File: config.mk
export PLATFORM = sky130hd
export DESIGN_NAME = div32_ctrl
export DESIGN_NICKNAME = d
export VERILOG_FILES = /design/src/rtl/core_types_pkg.sv /design/src/rtl/div32_nonrestoring_skip.sv /design/src/rtl/div32_ctrl.sv
export SDC_FILE = /design/constraint.sdc
export NUM_CORES = 1
export LEC_CHECK = 0
export ABC_AREA = 1
export CAP_MARGIN = 20
export CELL_PAD_IN_SITES_DETAIL_PLACEMENT = 1
export CELL_PAD_IN_SITES_GLOBAL_PLACEMENT = 2
export CORE_MARGIN = 4
export CORE_UTILIZATION = 35
export DETAILED_ROUTE_END_ITERATION = 8
export PLACE_DENSITY = 0.8
export REMOVE_ABC_BUFFERS = 1
export SLEW_MARGIN = 20
export SYNTH_ARGS = -nofsm -noshare
export SYNTH_HDL_FRONTEND = slang
export SYNTH_SLANG_ARGS = --single-unit
File: constraint.sdc
create_clock -name CLK -period 4.1 [get_ports CLK]
set_clock_uncertainty 0.2 [all_clocks]
set_input_delay 1.23 -clock CLK [delete_from_list [all_inputs] [get_ports CLK]]
set_output_delay 1.23 -clock CLK [all_outputs]
set_load 0.02 [all_outputs]
File: src/rtl/core_types_pkg.sv
// Shared types for the integer divide pipeline: op codes, controller states
// and the operand constants used for RISC-V divide special-case detection.
package core_types_pkg;

  typedef enum logic [1:0] {
    DIV  = 2'b00,
    DIVU = 2'b01,
    REM  = 2'b10,
    REMU = 2'b11
  } div_op_t;

  typedef enum logic [1:0] {
    IDLE,
    START,
    RUN,
    WB
  } div32_ctrl_state_t;

  localparam logic [31:0] DIV32_SIGNED_OVF_A = 32'h8000_0000;
  localparam logic [31:0] DIV32_ALL_ONES     = 32'hFFFF_FFFF;

  // Signed ops have op[0] clear (DIV, REM)
  function automatic logic op_is_signed(input logic [1:0] op);
    return ~op[0];
  endfunction

  // Remainder ops have op[1] set (REM, REMU)
  function automatic logic op_is_rem(input logic [1:0] op);
    return op[1];
  endfunction

endpackage

File: src/rtl/div32_nonrestoring_skip.sv
// Iterative 32-bit non-restoring divider on operand magnitudes, one quotient
// bit per cycle, with sign fix-up on the final cycle. When |A| < |B| the
// iterations are skipped entirely (quotient 0, remainder A).
// `clear` (re)starts a division from A32_in/B32_in; `done` pulses one cycle
// with quotient_out/remainder_out valid. Divisor zero is never presented.
module div32_nonrestoring_skip (
  input  logic        CLK,
  input  logic        nRST,
  input  logic        clear,
  input  logic        is_signed,
  input  logic [31:0] A32_in,
  input  logic [31:0] B32_in,
  output logic        done,
  output logic [31:0] quotient_out,
  output logic [31:0] remainder_out
);

  logic signed [33:0] rem_acc;
  logic signed [33:0] shifted;
  logic signed [33:0] stepped;
  logic        [31:0] rem_fix;
  logic        [31:0] quo;
  logic        [31:0] dvs;
  logic        [31:0] mag_a;
  logic        [31:0] mag_b;
  logic        [5:0]  cnt;
  logic               busy;
  logic               neg_q;
  logic               neg_r;

  function automatic logic [31:0] magnitude(input logic [31:0] v, input logic sgn);
    return (sgn && v[31]) ? (~v + 32'd1) : v;
  endfunction

  function automatic logic [31:0] apply_sign(input logic [31:0] v, input logic neg);
    return neg ? (~v + 32'd1) : v;
  endfunction

  // Operand magnitudes, one non-restoring step and final remainder correction
  always_comb begin
    mag_a   = magnitude(A32_in, is_signed);
    mag_b   = magnitude(B32_in, is_signed);
    shifted = {rem_acc[32:0], quo[31]};
    stepped = rem_acc[33] ? (shifted + $signed({2'b00, dvs}))
                          : (shifted - $signed({2'b00, dvs}));
    rem_fix = rem_acc[33] ? (rem_acc[31:0] + dvs) : rem_acc[31:0];
  end

  // Iteration state: load on clear, step while counting, finish with done pulse
  always_ff @(posedge CLK or negedge nRST) begin
    if (!nRST) begin
      rem_acc       <= '0;
      quo           <= '0;
      dvs           <= '0;
      cnt           <= '0;
      busy          <= 1'b0;
      neg_q         <= 1'b0;
      neg_r         <= 1'b0;
      done          <= 1'b0;
      quotient_out  <= '0;
      remainder_out <= '0;
    end else if (clear) begin
      if (mag_a < mag_b) begin
        rem_acc <= $signed({2'b00, mag_a});
        quo     <= '0;
        cnt     <= 6'd0;
      end else begin
        rem_acc <= '0;
        quo     <= mag_a;
        cnt     <= 6'd32;
      end
      dvs   <= mag_b;
      neg_q <= is_signed & (A32_in[31] ^ B32_in[31]);
      neg_r <= is_signed & A32_in[31];
      busy  <= 1'b1;
      done  <= 1'b0;
    end else if (busy && (cnt != 6'd0)) begin
      rem_acc <= stepped;
      quo     <= {quo[30:0], ~stepped[33]};
      cnt     <= cnt - 6'd1;
      done    <= 1'b0;
    end else if (busy) begin
      busy          <= 1'b0;
      done          <= 1'b1;
      quotient_out  <= apply_sign(quo, neg_q);
      remainder_out <= apply_sign(rem_fix, neg_r);
    end else begin
      done <= 1'b0;
    end
  end

endmodule

File: src/rtl/div32_ctrl.sv
// Issue/writeback controller for the iterative 32-bit divider.
// Accepts one DIV/DIVU/REM/REMU op at a time, resolves divide-by-zero and
// signed overflow without the divider, otherwise sequences the divider via
// clear/done, and holds the result until writeback accepts it. kill abandons
// any op in flight.
// Optional macro DIV32_CTRL_REUSE_EN: keep the last completed divider result
// and answer a matching (A, B, signedness) op directly from it.
module div32_ctrl
  import core_types_pkg::*;
#(
  parameter int PR_WIDTH = 7
) (
  input  logic                CLK,
  input  logic                nRST,
  input  logic                issue_valid,
  output logic                issue_ready,
  input  logic [1:0]          issue_op,
  input  logic [31:0]         issue_A,
  input  logic [31:0]         issue_B,
  input  logic [PR_WIDTH-1:0] issue_dest_PR,
  input  logic                kill,
  output logic                WB_valid,
  input  logic                WB_ready,
  output logic [31:0]         WB_data,
  output logic [PR_WIDTH-1:0] WB_dest_PR
);

  div32_ctrl_state_t state, state_nxt;

  logic [1:0]          op_q;
  logic [31:0]         a_q;
  logic [31:0]         b_q;
  logic [PR_WIDTH-1:0] tag_q;
  logic [31:0]         wb_data_q;

  logic        accept;
  logic        fast_path;
  logic [31:0] fast_q;
  logic [31:0] fast_r;
  logic        div_clear;
  logic        div_done;
  logic [31:0] div_q;
  logic [31:0] div_r;

`ifdef DIV32_CTRL_REUSE_EN
  logic [31:0] cache_a;
  logic [31:0] cache_b;
  logic        cache_sgn;
  logic [31:0] cache_q;
  logic [31:0] cache_r;
  logic        cache_vld;
`endif

  assign accept     = (state == IDLE) && issue_valid && !kill;
  assign WB_data    = wb_data_q;
  assign WB_dest_PR = tag_q;

  // Ops answerable on cycle 1 without running the divider
  always_comb begin
    fast_path = 1'b0;
    fast_q    = '0;
    fast_r    = '0;
    if (issue_B == '0) begin
      fast_path = 1'b1;
      fast_q    = DIV32_ALL_ONES;
      fast_r    = issue_A;
    end else if (op_is_signed(issue_op) && (issue_A == DIV32_SIGNED_OVF_A) &&
                 (issue_B == DIV32_ALL_ONES)) begin
      fast_path = 1'b1;
      fast_q    = DIV32_SIGNED_OVF_A;
      fast_r    = '0;
    end
`ifdef DIV32_CTRL_REUSE_EN
    else if (cache_vld && (issue_A == cache_a) && (issue_B == cache_b) &&
             (cache_sgn == op_is_signed(issue_op))) begin
      fast_path = 1'b1;
      fast_q    = cache_q;
      fast_r    = cache_r;
    end
`endif
  end

  // State register
  always_ff @(posedge CLK or negedge nRST) begin
    if (!nRST) state <= IDLE;
    else       state <= state_nxt;
  end

  // Next state and state-decoded outputs; kill overrides every transition
  always_comb begin
    state_nxt   = state;
    issue_ready = 1'b0;
    WB_valid    = 1'b0;
    div_clear   = 1'b0;
    case (state)
      IDLE: begin
        issue_ready = 1'b1;
        if (accept) state_nxt = fast_path ? WB : START;
      end
      START: begin
        div_clear = 1'b1;
        state_nxt = RUN;
      end
      RUN: begin
        if (div_done) state_nxt = WB;
      end
      WB: begin
        WB_valid = 1'b1;
        if (WB_ready) state_nxt = IDLE;
      end
      default: state_nxt = IDLE;
    endcase
    if (kill) state_nxt = IDLE;
  end

  // Operand/tag latch at issue and result capture on entry to WB
  always_ff @(posedge CLK or negedge nRST) begin
    if (!nRST) begin
      op_q      <= '0;
      a_q       <= '0;
      b_q       <= '0;
      tag_q     <= '0;
      wb_data_q <= '0;
    end else if (accept) begin
      op_q  <= issue_op;
      a_q   <= issue_A;
      b_q   <= issue_B;
      tag_q <= issue_dest_PR;
      if (fast_path) wb_data_q <= op_is_rem(issue_op) ? fast_r : fast_q;
    end else if ((state == RUN) && div_done && !kill) begin
      wb_data_q <= op_is_rem(op_q) ? div_r : div_q;
    end
  end

`ifdef DIV32_CTRL_REUSE_EN
  // Remember the last completed divider result; only reset clears it
  always_ff @(posedge CLK or negedge nRST) begin
    if (!nRST) begin
      cache_a   <= '0;
      cache_b   <= '0;
      cache_sgn <= 1'b0;
      cache_q   <= '0;
      cache_r   <= '0;
      cache_vld <= 1'b0;
    end else if ((state == RUN) && div_done && !kill) begin
      cache_a   <= a_q;
      cache_b   <= b_q;
      cache_sgn <= op_is_signed(op_q);
      cache_q   <= div_q;
      cache_r   <= div_r;
      cache_vld <= 1'b1;
    end
  end
`endif

  div32_nonrestoring_skip u_div (
    .CLK          (CLK),
    .nRST         (nRST),
    .clear        (div_clear),
    .is_signed    (op_is_signed(op_q)),
    .A32_in       (a_q),
    .B32_in       (b_q),
    .done         (div_done),
    .quotient_out (div_q),
    .remainder_out(div_r)
  );

endmodule

Word-level counts from Yosys, hierarchy flattened
Cells that the tools add are included.
{ "op_classes": {"n_addsub": 8, "order_cmp": 1, "eq_ne": 10, "mux": 39, "bitwise_logic": 12, "reduce_logical": 18} }
{ "ops": {"columns": ["operator", "n"], "rows": [
  ["32-bit two-way mux", 17],
  ["32-bit by 1-bit adder with 32-bit output (second input constant)", 4],
  ["32-bit inverter", 4],
  ["34-bit two-way mux", 3],
  ["32-bit equality test (second input constant)", 2],
  ["34-bit by 33-bit adder with 34-bit output", 1],
  ["34-bit by 33-bit subtractor with 34-bit output", 1],
  ["32-bit adder", 1],
  ["32-bit logical NOT", 1],
  ["32-bit less-than comparator", 1],
  ["6-bit two-way mux", 3],
  ["1-bit two-way mux", 10],
  ["2-bit two-way mux", 5],
  ["1-bit logical AND", 9],
  ["2-bit case mux with 4 select lines", 1],
  ["3-bit inequality test (second input constant)", 2],
  ["3-bit AND reduction", 2],
  ["6-bit nonzero test", 1],
  ["6-bit by 1-bit subtractor with 6-bit output (second input constant)", 1],
  ["1-bit inverter", 5],
  ["2-bit equality test (second input constant)", 2],
  ["2-bit nonzero test", 2],
  ["3-bit by 2-bit inequality test with 1-bit output (second input constant)", 1],
  ["1-bit AND", 2],
  ["7 further kinds", 7]
]} }
{ "word_totals": {"regBits": 279, "in_bits": 78, "output_inout_bits": 41, "word_cells": 104} }

Depth between registers and ports, before layout
{ "logic_depth": {"depth_word": 9, "ltp_mapped": 26, "ltp_nobuf": 26} }

Hierarchy
From an unflattened synthesis, not the netlist that was laid out.
{ "unflattened": {"hier_cells": 3234, "hier_area_um2": 21650.8} }
{ "modules_own_cells": {"columns": ["module", "n_inst", "cells_each", "area_per_inst_um2", "seq_area_each_um2"], "rows": [
  ["div32_nonrestoring_skip", 1, 2505, 16239.3, 4304.1],
  ["div32_ctrl", 1, 729, 5411.4, 2677.6]
]} }

Worst setup path after synthesis
OpenSTA, ideal clock, no wires.
{ "synth_timing": {"kind": "register to register", "from": "reg u_div.rem_acc[33]", "to": "reg u_div.rem_acc[18]", "setup_time_ps": 133, "t_arrival_ps": 3266, "required_time_ps": 3767, "slack_ps": 502, "path_stages_with_launch": 23, "n_path_buf": 6, "period_less_slack_ps": 3598, "cell_sequence": "dfrtp_1 buf_6 inv_4 buf_2 buf_2 buf_2 buf_2 buf_2 o21ai_0 fa_1 nand2_1 inv_1 nand2_1 nand2_1 nand3_1 nand2_1 a21oi_1 o21bai_1 or2_2 nand3_1 nand2_1 a21oi_1 a21oi_1"} }
{ "synth_between": {"elab_chain_len": 3} }
{ "synth_rtl": {"columns": ["item", "line_no", "text"], "rows": [
  ["start: declaration", "div32_nonrestoring_skip.sv:18", "logic signed [33:0] rem_acc;"],
  ["start signal: assignment", "div32_nonrestoring_skip.sv:64", "rem_acc <= $signed({2'b00, mag_a});"],
  ["start signal: assignment", "div32_nonrestoring_skip.sv:78", "rem_acc <= stepped;"],
  ["34-bit two-way mux", "div32_nonrestoring_skip.sv:44", "stepped = rem_acc[33] ? (shifted + $signed({2'b00, dvs}))"],
  ["34-bit two-way mux", "div32_nonrestoring_skip.sv:77", "end else if (busy && (cnt != 6'd0)) begin"],
  ["34-bit two-way mux", "div32_nonrestoring_skip.sv:62", "end else if (clear) begin"]
]} }
No other way between the ends. The select of a mux whose other input is x is not followed.
A chain may end at the register's enable or synchronous reset.

Final worst setup path
{ "layout_timing": {"from": "reg a_q[0]", "to": "reg u_div.rem_acc[25]"} }
{ "layout_between": {"elab_chain_len": 6} }
{ "layout_rtl": {"columns": ["item", "line_no", "text"], "rows": [
  ["start: declaration", "div32_ctrl.sv:31", "logic [31:0] a_q;"],
  ["start signal: assignment", "div32_ctrl.sv:126", "a_q <= issue_A;"],
  ["32-bit inverter", "div32_nonrestoring_skip.sv:32", "return (sgn && v[31]) ? (~v + 32'd1) : v;"],
  ["32-bit by 1-bit adder with 32-bit output", "div32_nonrestoring_skip.sv:32", null],
  ["32-bit two-way mux (*)", "div32_nonrestoring_skip.sv:32", null],
  ["32-bit less-than comparator", "div32_nonrestoring_skip.sv:63", "if (mag_a < mag_b) begin"],
  ["32-bit two-way mux (*)", "div32_nonrestoring_skip.sv:63", null],
  ["34-bit two-way mux (*)", "div32_nonrestoring_skip.sv:62", null]
]} }
Every way passes the cells marked *; elsewhere a longest branch is shown, timed or not.

==> key figures <==
Placement
  • Placer congestion estimate: 0.9169
  • Dpl hpwl: 75,660 um
  • Placed Area: 0.02504 sq mm
  • Port Buf Inserts: ~120
  • Placed insts: approximately 4,200

Clock network
  • # clock sinks: 279
  • H-tree depth: 2
  • Root Driver: clkbuf_16
  • CTS Hold Buffers Added: 0
  • CTS tree: yes
  • Total CTS buffers: 36
  • Worst-Skew Late Latency: 0.56 ns
  • Clk buf depth: 3
  • Clock transition at path regs: 0.06 ns

Die
  • Die height: 256.0 um
  • Io pins: 119
  • Die ar.: 0.06556 sq mm
  • Floorplan die width: 256.0 um
  • Initial Util: roughly 36%
  • Core ar.: 0.06058 sq mm
  • # rows: 90

Timing
  • RSZ-0062 raised after global routing: true
  • Min cycle time layout: 4.253 ns
  • Relative slew slack: 37.65%
  • Final worst slack: -0.1532 ns
  • Peak Freq: 0.2351 GHz
  • Max Slew Vio Count: 0
  • Final hold vios: 0
  • Setup violations, final: 65
  • Slew @ Worst Pin: a little over 0.9 ns
  • Final period util: 103.7%

Worst setup path
  • Cells along the critical path: buf_6, nor3_4, nand3_2, nor3_4, nand4_1, nand2_1, buf_4, xnor2_1, ha_1, a21oi_1, a21oi_4, a211oi_2, nand2_2, nor2_4, buf_12, buf_12, nand2_4, a31oi_4
  • Slowest stage cell on the critical path: dfrtp_1
  • CP arrival: 4.51 ns
  • Setup CP Type: flip-flop to flip-flop
  • Crit path launch type: flip-flop
  • CP peak stage delay: 0.40 ns
  • Reg2Reg Capture Point: u_div.rem_acc[25]
  • Crit path capture type: flip-flop
  • Crit Path Max Fanout: 8
  • Worst r2r src: a_q[0]
  • Worst reg2reg path depth: 18
  • Cell family with most CP delay: simple AND/OR/NAND/NOR gates
  • Worst Path Buf+Inv: 4
  • Critical path data required time: 4.35 ns
  • R2R Setup Slk: -0.15 ns

Finish
  • Final core area utilization: 45.68%
  • Fin nets: 3,714
  • Final std cells w/o fill: 4,337
  • Share of cells above drive strength 1: 16.62%
  • # diodes: 0
  • Design Area, Final: 0.02767 sq mm
  • Layout area overhead: 28.51%

GRT
  • Largest net degree at the start of global routing: 102
  • Aggregate global routing overflow: 0
  • Vias in the first global route: 24,220
  • GRT Util Overall: approximately 28%
  • First-pass GRT wire length: 145,000 um
  • Initial antenna violation count: 1

Synthesis
  • Main synth FF type: dfrtp_1
  • Mapped Area: 0.02153 sq mm
  • Sequential area share after synthesis: 32.42%
  • Async set-reset flop share out of synthesis: 100.0%
  • Post-synth EDFFs: 0
  • Most frequent cell after synthesis: nand2_1
  • Mapped Avg Cell Area: about 6.7 sq um
  • Share of the synthesized area in the top cell type: between 30% and 40%
  • Warnings, synthesis: 0
  • Yosys top cell by area: dfrtp_1
  • Commonest cells in the netlist: nand2_1, inv_1, nor2_1
  • Post-synth cell types: 54
  • Top area cells in the synthesized netlist: dfrtp_1, nand2_1, o21ai_0
  • Synthesized flop and latch total: between 200 and 300
  • Gate Count Post-Synth: 3,215

Drt
  • DRT iter0 DRCs: 1,537
  • Via density: about 5.4
  • Final wirelength: 95,830 um
  • Post-route DRC: 0
  • Antenna-violating nets left: 0
  • Routed vias: approximately 23,000
  • Drt wl/cell: 22.09 um
  • First drt pass iteration count: 5

Worst hold path
  • Worst Hold Path EP: WB_dest_PR[2]
  • Hold_sp: WB_dest_PR[2]
  • Hold path depth: 2
  • Min-delay worst type: flip-flop to flip-flop

Status
  • Violated checks: negative setup slack
  • Status: complete, but fails checks

Run
  • Maxcap violations: 0
## layout make-up
class                      instances  area, sq um
timing repair buffer             387         3431
multi-input combinational       2457        13640
clock buffer                      49         1052
tap                              782        978.4
clock inverter                    16        203.9
sequential                       279         6984
fill                            7778        32910
inverter                         367         1380
## registers in the layout, summed over array words and instances, names as in the netlist, 2 cells and up
name,flops
WB_data,32
u_div.dvs,32
op_q,2
u_div.quotient_out,32
WB_dest_PR,7
u_div.cnt,6
a_q,32
u_div.remainder_out,32
u_div.quo,32
u_div.rem_acc,34
state,2
b_q,32
## through the flow
step | worst slack (ns) | hold slack (ns) | setup TNS (ns)
2_1_floorplan | -6.170 | 0.2476 | -531.28
3_3_place_gp | -0.2979 | 0.2549 | -17.80
3_5_place_dp | -0.3377 | 0.2584 | -26.15
4_1_cts | -0.02492 | 0.2733 | -0.2384
5_1_grt | -0.3319 | 0.2953 | -17.79
6_report | -0.1532 | 0.2705 | -6.100
## cells by family (layout without fill, tap and decap cells)
| group | count (synthesis) | after routing | synth area share [%] |
|---|---|---|---|
| AOI/OAI and AO/OA | 571 | 571 | 14.64 |
| xor gates and xnor gates | 136 | 136 | 5.532 |
| adders and majority gates | 108 | 108 | 6.345 |
| buffers and inverters | 479 | 819 | 8.571 |
| DFF | 279 | 279 | 32.42 |
| muxes | 4 | 4 | 0.2092 |
| and+or+nand+nor | 1638 | 1638 | 32.28 |
## how the worst max path moves through the flow
stage	startpoint	endpoint	slack [ns]	cells after the start
6_report	a_q[0]	u_div.rem_acc[25]	-0.15	18
5_1_grt	a_q[0]	u_div.rem_acc[29]	-0.33	23
3_5_place_dp	b_q[0]	u_div.rem_acc[7]	-0.34	19
4_1_cts	b_q[0]	u_div.rem_acc[26]	-0.02	25
2_1_floorplan	kill	WB_data[0]	-6.17	5
3_3_place_gp	issue_A[31]	WB_data[26]	-0.30	13
## routing by layer
metal / share of wire [%] / track usage, % / vias up / wire, um
li1: - / - / 11100 / -
met1: 45 / 38.36 / 11660 / 43470
met2: 47 / 47.38 / 521 / 45510
met3: 3.8 / 2.345 / 130 / 3615
met4: 3.4 / 9.112 / 0 / 3235
met5: 0 / 0 / - / 0
## repair_timing
action                                  CTS  global route
cloned                                    3             1
endpoints found under the setup margin   66            87
pin swaps                                21            72
resized for setup                        61           159
setup buffers                            14            38
## worst register-to-register path, delay by kind of cell (launching register included)
kind                       cells  cell delay (ns)
DFF                            1             0.40
buffers and inverters          4             0.58
xor gates and xnor gates       1             0.33
and+or+nand+nor                8             1.52
adders and majority gates      1             0.38
AOI/OAI and AO/OA              4             0.78
## layout by cell type, fill, tap and decap left out, drive strengths merged
| cell | instances |
|---|---|
| a211oi | 2 |
| a21boi | 1 |
| a21o | 13 |
| a21oi | 150 |
| a221oi | 1 |
| a22oi | 17 |
| a31oi | 52 |
| and2 | 5 |
| and3 | 1 |
| buf | 269 |
| bufinv | 4 |
| clkbuf | 50 |
| clkdlybuf4s50 | 117 |
| clkinv | 10 |
| clkinvlp | 2 |
| dfrtp | 279 |
| fa | 2 |
| ha | 106 |
| inv | 367 |
| mux2 | 4 |
| nand2 | 959 |
| nand3 | 186 |
| nand3b | 5 |
| nand4 | 49 |
| nor2 | 318 |
| nor3 | 45 |
| nor3b | 2 |
| nor4 | 31 |
| o211ai | 23 |
| o21a | 1 |
| o21ai | 292 |
| o21bai | 5 |
| o221ai | 2 |
| o22ai | 7 |
| o31ai | 4 |
| o32ai | 1 |
| or2 | 37 |
| xnor2 | 28 |
| xor2 | 108 |
Power is not shown: default switching activity piles up to over one toggle a cycle in this logic, so the estimate is an artifact.
